<file path="src/rtl/elastic_stage_chain.sv">
// Elastic valid/ack pipeline of DEPTH data stages with a combinational ready path across the
// chain, per-stage capture enables, registered occupancy and a synchronous flush.
module elastic_stage_chain #(
  parameter int unsigned DATA_W = 8,
  parameter int unsigned DEPTH  = 4,
  parameter int unsigned CNT_W  = $clog2(DEPTH + 1)
) (
  input  logic              clk,
  input  logic              rst_n,
  input  logic              flush,
  input  logic              in_valid,
  output logic              in_ack,
  input  logic [DATA_W-1:0] in_data,
  output logic              out_valid,
  input  logic              out_ack,
  output logic [DATA_W-1:0] out_data,
  output logic [DEPTH-1:0]  cap,
  output logic [CNT_W-1:0]  occupancy
);

  logic [DEPTH-1:0]  full_q, full_d;
  logic [DEPTH-1:0]  adv;
  logic [DATA_W-1:0] data_q [DEPTH];
  logic [CNT_W-1:0]  occ_q, occ_d;
  logic              en;

  assign en = rst_n & ~flush;

  always_comb begin
    adv    = '0;
    cap    = '0;
    full_d = '0;
    occ_d  = '0;
    in_ack = 1'b0;

    // Advance resolves from the consumer end back so a full chain still moves when out_ack is high.
    adv[DEPTH-1] = full_q[DEPTH-1] & out_ack;
    for (int i = int'(DEPTH) - 2; i >= 0; i--) begin
      adv[i] = full_q[i] & (~full_q[i+1] | adv[i+1]);
    end

    in_ack = en & (~full_q[0] | adv[0]);
    cap[0] = in_ack & in_valid;
    for (int i = 1; i < int'(DEPTH); i++) begin
      cap[i] = en & full_q[i-1] & (~full_q[i] | adv[i]);
    end

    for (int i = 0; i < int'(DEPTH); i++) begin
      full_d[i] = cap[i] | (full_q[i] & ~adv[i]);
      occ_d     = occ_d + CNT_W'(full_d[i]);
    end
  end

  always_ff @(posedge clk) begin
    if (!rst_n) begin
      full_q <= '0;
      occ_q  <= '0;
    end else if (flush) begin
      full_q <= '0;
      occ_q  <= '0;
    end else begin
      full_q <= full_d;
      occ_q  <= occ_d;
    end
  end

  // Data only moves on cap, which is already low during reset and flush.
  always_ff @(posedge clk) begin
    if (!rst_n) begin
      for (int i = 0; i < int'(DEPTH); i++) begin
        data_q[i] <= '0;
      end
    end else begin
      if (cap[0]) begin
        data_q[0] <= in_data;
      end
      for (int i = 1; i < int'(DEPTH); i++) begin
        if (cap[i]) begin
          data_q[i] <= data_q[i-1];
        end
      end
    end
  end

  assign out_valid = full_q[DEPTH-1] & rst_n;
  assign out_data  = data_q[DEPTH-1];
  assign occupancy = occ_q;

endmodule

</file>
<file path="config.mk">
export PLATFORM = sky130hd
export DESIGN_NAME = elastic_stage_chain
export DESIGN_NICKNAME = d
export VERILOG_FILES = /design/src/rtl/elastic_stage_chain.sv
export SDC_FILE = /design/constraint.sdc
export NUM_CORES = 1
export LEC_CHECK = 0
export CORE_UTILIZATION = 48
export CTS_CLUSTER_SIZE = 20
export DETAILED_ROUTE_END_ITERATION = 16
export GPL_TIMING_DRIVEN = 0
export MAX_ROUTING_LAYER = met4
export PLACE_DENSITY = 0.76
export REMOVE_ABC_BUFFERS = 1
export SLEW_MARGIN = 20
export SYNTH_ARGS = -nofsm -noshare
export SYNTH_HDL_FRONTEND = slang
export SYNTH_SLANG_ARGS = --single-unit
export TNS_END_PERCENT = 1
</file>
<file path="constraint.sdc">
create_clock -name clk -period 2 [get_ports clk]
set_input_delay 0.3 -clock clk [delete_from_list [all_inputs] [get_ports clk]]
set_output_delay 0.3 -clock clk [all_outputs]
set_load 0.05 [all_outputs]
</file>
==> impl_metrics.prom, run 1 <==
# TYPE chip_impl_metric gauge
chip_impl_info{name="timing_worst_setup_path_type",value="input port to flip-flop"} 1
chip_impl_metric{name="core_region_area",unit="sq um"} 3720
chip_impl_metric{name="drt_drc_violations_left",unit=""} 0
chip_impl_metric{name="avgRoutedWirePerCell",unit="um"} 14.6
chip_impl_metric{name="pre_cts_slack",unit="ps"} -919
chip_impl_info{name="critical-path-slowest-cell",value="sky130_fd_sc_hd__fa_1"} 1
chip_impl_metric{name="final.min_clock_period",unit="ps"} 1930
chip_impl_metric{name="maxSlewViolCount",unit=""} 0
chip_impl_metric{name="timing.final.ws_setup",unit="ps"} 69.6
chip_impl_metric{name="clk-insertion-delay-late",unit="ps"} 280
chip_impl_metric{name="clkSinkCount",unit=""} 39
chip_impl_metric{name="grt_pass1_vias",unit=""} 1111
chip_impl_metric{name="finish.utilization",unit="%"} 60.3
chip_impl_metric{name="route.vias.total",unit=""} 1071
chip_impl_metric{name="rrSetupSlack",unit="ps"} 90
chip_impl_metric{name="final_layout_worst_hold_slack",unit="ps"} 515
chip_impl_metric{name="synthesis.area_per_instance",unit="sq um"} 15.1
chip_impl_metric{name="nNetsFinal",unit=""} 166
chip_impl_metric{name="highest_clock_frequency_the_design_can_meet",unit="GHz"} 0.518
chip_impl_info{name="timing.hold.worst.start",value="full_q[1]"} 1
chip_impl_metric{name="power_density",unit="nW/um^2"} 687
chip_impl_metric{name="crit_cells",unit=""} 8
chip_impl_metric{name="cts_inserted_buffers",unit=""} 5
chip_impl_metric{name="synth-seq-cells",unit=""} 39
chip_impl_metric{name="overflow",unit=""} 0
chip_impl_info{name="worstPathCellList",value="dlygate4sd2_1 > nand3b_1 > buf_6 > nand2b_1 > fa_1 > ha_2 > ha_1 > and2_1"} 1
chip_impl_metric{name="grt_first_pass_wirelength",unit="um"} 5220
chip_impl_metric{name="routed_via_density",unit=""} 5.38
chip_impl_metric{name="slew_at_the_pin_with_the_worst_max_slew_slack",unit="ps"} 774
chip_impl_metric{name="finalWeightedCongestion",unit=""} 0.757
chip_impl_info{name="critical_path.reg2reg.startpoint",value="full_q[1]"} 1
chip_impl_metric{name="synth.yosys.seq_area_share",unit="%"} 58.4
chip_impl_metric{name="crit_arrival",unit="ps"} 2110
chip_impl_info{name="critPathCapture",value="occupancy[1]"} 1
chip_impl_info{name="crit_family",value="adder cells"} 1
chip_impl_info{name="worstSetupEndpointType",value="flip-flop"} 1
chip_impl_info{name="launching_element_of_the_worst_setup_path",value="flush"} 1
chip_impl_metric{name="globalRouteTotalUtil",unit="%"} 16.8
chip_impl_info{name="critical_path.startpoint_type",value="input port"} 1
chip_impl_metric{name="syn_inst",unit=""} 125
chip_impl_metric{name="dr.first_iter.drc_count",unit=""} 49
chip_impl_metric{name="worst_hold_path.num_cells",unit=""} 1
chip_impl_metric{name="fp-row-count",unit=""} 22
chip_impl_info{name="final_common_cell",value="sky130_fd_sc_hd__edfxtp_1"} 1
chip_impl_metric{name="peakVddDrop",unit="uV"} 511
chip_impl_metric{name="htreeDepth",unit=""} 2
chip_impl_metric{name="synth.cell_area",unit="sq um"} 1890
chip_impl_metric{name="critical_path.max_stage_delay",unit="ps"} 410
chip_impl_info{name="hold_path_class",value="flip-flop to flip-flop"} 1
chip_impl_metric{name="fin_skew",unit="ps"} 3.78
chip_impl_metric{name="crit_buf_inv",unit=""} 2
chip_impl_info{name="globalRoute.busiestLayer",value="met2"} 1
chip_impl_metric{name="post_route_cells_drive_above_1_share",unit="%"} 33.8
chip_impl_info{name="cts_tree",value="built"} 1
chip_impl_metric{name="area_growth_syn_to_layout",unit="%"} 18.8
chip_impl_metric{name="detailedPlacementHpwl",unit="um"} 1960
chip_impl_metric{name="use_met3",unit="%"} 3.87
chip_impl_metric{name="chipHeight",unit="um"} 64.7
chip_impl_metric{name="grt_start_max_net_pins",unit=""} 15
chip_impl_info{name="run_status",value="finished clean"} 1
chip_impl_info{name="layout.cells.most_common_list",value="sky130_fd_sc_hd__edfxtp_1, sky130_fd_sc_hd__nor3b_2, sky130_fd_sc_hd__clkdlybuf4s50_1"} 1
chip_impl_metric{name="power.static_leakage",unit="nW"} 0.862
chip_impl_metric{name="totalWireLength",unit="um"} 2920
chip_impl_metric{name="clk_pin_slew",unit="ps"} 70
chip_impl_metric{name="ioPinCount",unit=""} 30
chip_impl_metric{name="global_route.usage.met2",unit="%"} 28.6
chip_impl_metric{name="ff2ff_path_depth",unit=""} 7
chip_impl_metric{name="final_antenna_net_count",unit=""} 0
chip_impl_metric{name="ctsLongestPathBuffers",unit=""} 2
chip_impl_metric{name="crit_path_max_fanout",unit=""} 10
chip_impl_metric{name="fin_setup_tns",unit="ps"} 0
chip_impl_metric{name="use_met1",unit="%"} 19.9
chip_impl_info{name="grt_setup_unrepaired",value="false"} 1
chip_impl_metric{name="antennaDiodeCount",unit=""} 0
chip_impl_metric{name="finalCritPeriodShare",unit="%"} 96.5
chip_impl_metric{name="number_of_antenna_violations_at_the_first_check_in_global_routing",unit=""} 0
chip_impl_metric{name="required",unit="ps"} 2180
chip_impl_metric{name="drtPass1Iterations",unit=""} 4
chip_impl_metric{name="max_cap_violations",unit=""} 0
chip_impl_metric{name="post_synth_num_cell_types",unit=""} 28
chip_impl_metric{name="finalHoldViolCount",unit=""} 0
chip_impl_metric{name="worst_slew_margin_rel",unit="%"} 48.4
chip_impl_metric{name="total_power",unit="mW"} 1.54
chip_impl_info{name="clock_tree.root_cell",value="sky130_fd_sc_hd__clkbuf_8"} 1
chip_impl_metric{name="die_x",unit="um"} 64.7
chip_impl_metric{name="dieArea",unit="sq um"} 4190
chip_impl_metric{name="synth_warnings",unit=""} 0
chip_impl_metric{name="numPortBuffers",unit=""} 29
chip_impl_metric{name="finalSetupViolations",unit=""} 0
chip_impl_metric{name="initial_utilization",unit="%"} 50.8
chip_impl_info{name="regToRegEndpoint",value="occupancy[1]"} 1
cell type report:
| class | count | area (sq um) |
|---|---|---|
| clock buffer | 8 | 80.1 |
| fill | 292 | 1480 |
| inverter | 1 | 3.75 |
| multi-input combinational | 68 | 658 |
| sequential | 39 | 1110 |
| tap | 48 | 60.1 |
| timing repair buffer | 35 | 330 |
logic make-up (layout without fill, tap and decap cells):
logic type / count (synthesis) / in the layout / share of synthesized area, %
flops: 39 / 39 / 58.4
buf+inv: 18 / 44 / 7.49
simple gates: 46 / 46 / 23.7
fa+ha+maj: 3 / 3 / 2.39
compound gates: 19 / 19 / 8.09
metal layers:
| metal | vias to the layer above | wire (um) |
|---|---|---|
| li1 | 512 | - |
| met1 | 528 | 1170 |
| met2 | 31 | 1610 |
| met3 | 0 | 131 |
| met4 | 0 | 0 |
| met5 | - | 0 |
sequential cells by signal, summed over array words and instances, names as in the netlist:
signal and cells:
data_q 32, full_q 4, occupancy 3
where the power goes:
group / switching, mW / leakage (nW) / internal, mW
Combinational: 0.0721 / 0.434 / 0.0544
Clock: 0.245 / 0.0395 / 0.248
Sequential: 0.00952 / 0.388 / 0.910
Total: 0.327 / 0.862 / 1.21
worst min-delay path by stage:
stage / to
floorplan: full_q[3]
global placement: full_q[3]
detailed placement: full_q[3]
CTS: full_q[3]
global route: full_q[2]
finish: full_q[2]
cell usage after synthesis, drive strengths merged:
cell type | count | share of area (%)
and2 | 4 | 1.3
o21a | 2 | 0.80
and3b | 2 | 0.93
nand3b | 4 | 1.6
and2b | 2 | 0.80
and3 | 1 | 0.33
dfxtp | 7 | 7.4
ha | 2 | 1.3
buf | 17 | 7.3
nand2 | 1 | 0.20
nand2b | 3 | 0.99
fa | 1 | 1.1
a21oi | 1 | 0.26
nor3b | 24 | 16
nand4b | 1 | 0.46
o211a | 8 | 4.2
a41o | 1 | 0.53
and4b | 1 | 0.53
a22oi | 1 | 0.40
o21ai | 4 | 1.1
edfxtp | 32 | 51
nor2 | 3 | 0.60
inv | 1 | 0.20
a21boi | 2 | 0.80
what timing repair did:
item                                    4_1_cts  5_1_grt
buffers inserted                              6        0
resized for setup                            27       11
hold buffers                                  0        0
pin swaps                                     3        2
endpoints found under the setup margin       41        7
stage by stage:
step | std cells | instance area (sq um)
2_1_floorplan | 108 | 1750
3_3_place_gp | 185 | 2100
3_5_place_dp | 185 | 2100
4_1_cts | 199 | 2230
5_1_grt | 199 | 2240
6_report | 199 | 2240
Note: power is estimated with default switching activity, not from simulation.
==> inputs of run 2 (changes only) <==
--- a/config.mk
+++ b/config.mk
@@ -5,12 +5,12 @@
 export SDC_FILE = /design/constraint.sdc
 export NUM_CORES = 1
 export LEC_CHECK = 0
-export CORE_UTILIZATION = 48
+export CORE_UTILIZATION = 53
 export CTS_CLUSTER_SIZE = 20
 export DETAILED_ROUTE_END_ITERATION = 16
 export GPL_TIMING_DRIVEN = 0
 export MAX_ROUTING_LAYER = met4
-export PLACE_DENSITY = 0.76
+export PLACE_DENSITY = 0.79
 export REMOVE_ABC_BUFFERS = 1
 export SLEW_MARGIN = 20
 export SYNTH_ARGS = -nofsm -noshare
==> constraint.sdc (replaced) <==
create_clock -name clk -period 1.9 [get_ports clk]
set_input_delay 0.285 -clock clk [delete_from_list [all_inputs] [get_ports clk]]
set_output_delay 0.285 -clock clk [all_outputs]
set_load 0.05 [all_outputs]
==> impl_metrics.prom, run 2 (synthesized netlist as in run 1, its figures left out) <==
# TYPE chip_impl_metric gauge
chip_impl_metric{name="multi_input_area",unit="sq um"} 678
chip_impl_metric{name="overflow",unit=""} 0
chip_impl_metric{name="max_cap_violations",unit=""} 0
chip_impl_metric{name="ff2ff_path_depth",unit=""} 7
chip_impl_metric{name="required",unit="ps"} 1620
chip_impl_metric{name="critical_path.max_stage_delay",unit="ps"} 380
chip_impl_metric{name="clk-insertion-delay-late",unit="ps"} 350
chip_impl_metric{name="peakVddDrop",unit="uV"} 529
chip_impl_metric{name="ctsLongestPathBuffers",unit=""} 2
chip_impl_metric{name="finalSetupViolations",unit=""} 0
chip_impl_metric{name="flip_flop_count_of_the_largest_register_after_layout",unit=""} 32
chip_impl_info{name="worstSetupEndpointType",value="output port"} 1
chip_impl_metric{name="crit_arrival",unit="ps"} 1580
chip_impl_metric{name="htreeDepth",unit=""} 2
chip_impl_metric{name="regArea",unit="sq um"} 1110
chip_impl_metric{name="die_x",unit="um"} 61.7
chip_impl_metric{name="final_layout_worst_hold_slack",unit="ps"} 530
chip_impl_metric{name="numPortBuffers",unit=""} 29
chip_impl_info{name="final_common_cell",value="sky130_fd_sc_hd__edfxtp_1"} 1
chip_impl_info{name="worstPathCellList",value="and3b_2 > nor2_1 > clkdlybuf4s15_2"} 1
chip_impl_metric{name="final.min_clock_period",unit="ps"} 1870
chip_impl_metric{name="detailedPlacementHpwl",unit="um"} 1960
chip_impl_metric{name="fp-row-count",unit=""} 21
chip_impl_metric{name="slew_at_the_pin_with_the_worst_max_slew_slack",unit="ps"} 737
chip_impl_metric{name="crit_path_max_fanout",unit=""} 14
chip_impl_metric{name="crit_buf_inv",unit=""} 1
chip_impl_metric{name="crit_cells",unit=""} 3
chip_impl_metric{name="highest_clock_frequency_the_design_can_meet",unit="GHz"} 0.536
chip_impl_info{name="critical_path.startpoint_type",value="flip-flop"} 1
chip_impl_metric{name="finalWeightedCongestion",unit=""} 0.704
chip_impl_metric{name="number_of_antenna_violations_at_the_first_check_in_global_routing",unit=""} 0
chip_impl_info{name="run_status",value="finished clean"} 1
chip_impl_metric{name="finalCritPeriodShare",unit="%"} 98.3
chip_impl_metric{name="initial_utilization",unit="%"} 56.1
chip_impl_metric{name="totalWireLength",unit="um"} 2870
chip_impl_metric{name="pwr-share-comb",unit="%"} 8.1
chip_impl_info{name="timing_worst_setup_path_type",value="flip-flop to output port"} 1
chip_impl_metric{name="final_antenna_net_count",unit=""} 0
chip_impl_metric{name="drtPass1Iterations",unit=""} 4
chip_impl_metric{name="route.vias.total",unit=""} 1063
chip_impl_metric{name="clkSinkCount",unit=""} 39
chip_impl_metric{name="power.share.switching",unit="%"} 22.2
chip_impl_info{name="clock_tree.root_cell",value="sky130_fd_sc_hd__clkbuf_4"} 1
chip_impl_info{name="cts_tree",value="built"} 1
chip_impl_metric{name="dr.first_iter.drc_count",unit=""} 9
chip_impl_metric{name="holdBufCountCts",unit=""} 0
chip_impl_metric{name="worst_slew_margin_rel",unit="%"} 50.9
chip_impl_metric{name="cell_internal_pwr",unit="mW"} 1.29
chip_impl_metric{name="grt_pass1_vias",unit=""} 1025
chip_impl_info{name="layout.cells.most_common_list",value="sky130_fd_sc_hd__edfxtp_1, sky130_fd_sc_hd__nor3b_2, sky130_fd_sc_hd__clkdlybuf4s50_1"} 1
chip_impl_info{name="top_register",value="data_q"} 1
chip_impl_metric{name="antennaDiodeCount",unit=""} 0
chip_impl_metric{name="worst_hold_path.num_cells",unit=""} 1
chip_impl_metric{name="grt_first_pass_wirelength",unit="um"} 4470
chip_impl_metric{name="p_clk_share",unit="%"} 33.7
chip_impl_metric{name="filler_cell_count",unit=""} 247
chip_impl_metric{name="clk_pin_slew",unit="ps"} 110
chip_impl_metric{name="grt_start_max_net_pins",unit=""} 15
chip_impl_metric{name="share_seq_of_total_power",unit="%"} 58.1
chip_impl_metric{name="cts_inserted_buffers",unit=""} 5
chip_impl_metric{name="chipHeight",unit="um"} 61.7
chip_impl_metric{name="avgRoutedWirePerCell",unit="um"} 14.1
chip_impl_info{name="crit_family",value="simple AND/OR/NAND/NOR gates"} 1
chip_impl_metric{name="maxSlewViolCount",unit=""} 0
chip_impl_metric{name="total_power",unit="mW"} 1.66
chip_impl_metric{name="dieArea",unit="sq um"} 3800
chip_impl_info{name="grt_setup_unrepaired",value="true"} 1
chip_impl_metric{name="core_region_area",unit="sq um"} 3360
chip_impl_info{name="hold_path_class",value="flip-flop to flip-flop"} 1
chip_impl_info{name="critical-path-slowest-cell",value="sky130_fd_sc_hd__dfxtp_4"} 1
chip_impl_metric{name="power.static_leakage",unit="nW"} 0.887
chip_impl_metric{name="routed_via_density",unit=""} 5.24
chip_impl_metric{name="fin_skew",unit="ps"} 10.7
chip_impl_metric{name="power_density",unit="nW/um^2"} 717
chip_impl_metric{name="nNetsFinal",unit=""} 172
chip_impl_metric{name="net_load_switching_power",unit="uW"} 367
chip_impl_metric{name="post_route_cells_drive_above_1_share",unit="%"} 38.9
chip_impl_metric{name="area_growth_syn_to_layout",unit="%"} 22.5
chip_impl_metric{name="drt_drc_violations_left",unit=""} 0
chip_impl_metric{name="globalRouteTotalUtil",unit="%"} 17.8
chip_impl_metric{name="ioPinCount",unit=""} 30
chip_impl_metric{name="finalHoldViolCount",unit=""} 0
==> run 2: layout make-up <==
cell class                      count  area share, %
Clock inverter                      3           1.89
Tap cell                           46           2.49
Clock buffer                        5           1.62
Multi-Input combinational cell     68           29.3
Inverter                            1          0.162
Sequential cell                    39           48.2
Timing Repair Buffer               41           16.3
==> run 2: stage by stage <==
| step | cells | worst slack, ps | setup TNS, ps | instance area [sq um] | utilization [%] |
|---|---|---|---|---|---|
| final | 203 | 33.0 | 0 | 2310 | 68.7 |
| after global placement | 183 | -938 | -25660 | 2100 | 62.4 |
| after floorplan | 108 | -265 | -437 | 1750 | - |
| after global routing | 203 | -29.0 | -29.0 | 2310 | 68.7 |
| after CTS | 197 | -26.4 | -57.1 | 2250 | 66.8 |
| after detailed placement | 183 | -1030 | -29450 | 2100 | 62.4 |
==> run 2: worst paths after layout <==
check	startpoint	to	slack, ps
min reg2reg	full_q[2]	full_q[3]	530
max	full_q[2]	cap[2]	30
min	full_q[2]	full_q[3]	530
max reg2reg	full_q[1]	occupancy[1]	80
==> run 2: repair_timing <==
action,4_1_cts,5_1_grt
setup endpoints to repair,33,5
setup buffers,6,6
pin swaps,4,4
gates resized for setup,35,8
==> run 2: power by group through the flow <==
| stage | Clock (mW) | Sequential, mW | Combinational [mW] |
|---|---|---|---|
| after global placement | 0 | 0.985 | 0.131 |
| after detailed placement | 0 | 0.986 | 0.135 |
| after global routing | 0.601 | 0.968 | 0.144 |
| after CTS | 0.561 | 0.967 | 0.134 |
| after floorplan | 0 | 1.01 | 0.0516 |
| final | 0.559 | 0.964 | 0.134 |
==> run 2: metal layers <==
layer  vias up  track usage [%]  part of all wire [%]
met5         -                -                     0
met3         8             6.30                   5.0
met2        33             31.2                    55
met4         0             7.94                   2.2
li1        525                -                     -
met1       497             17.6                    38
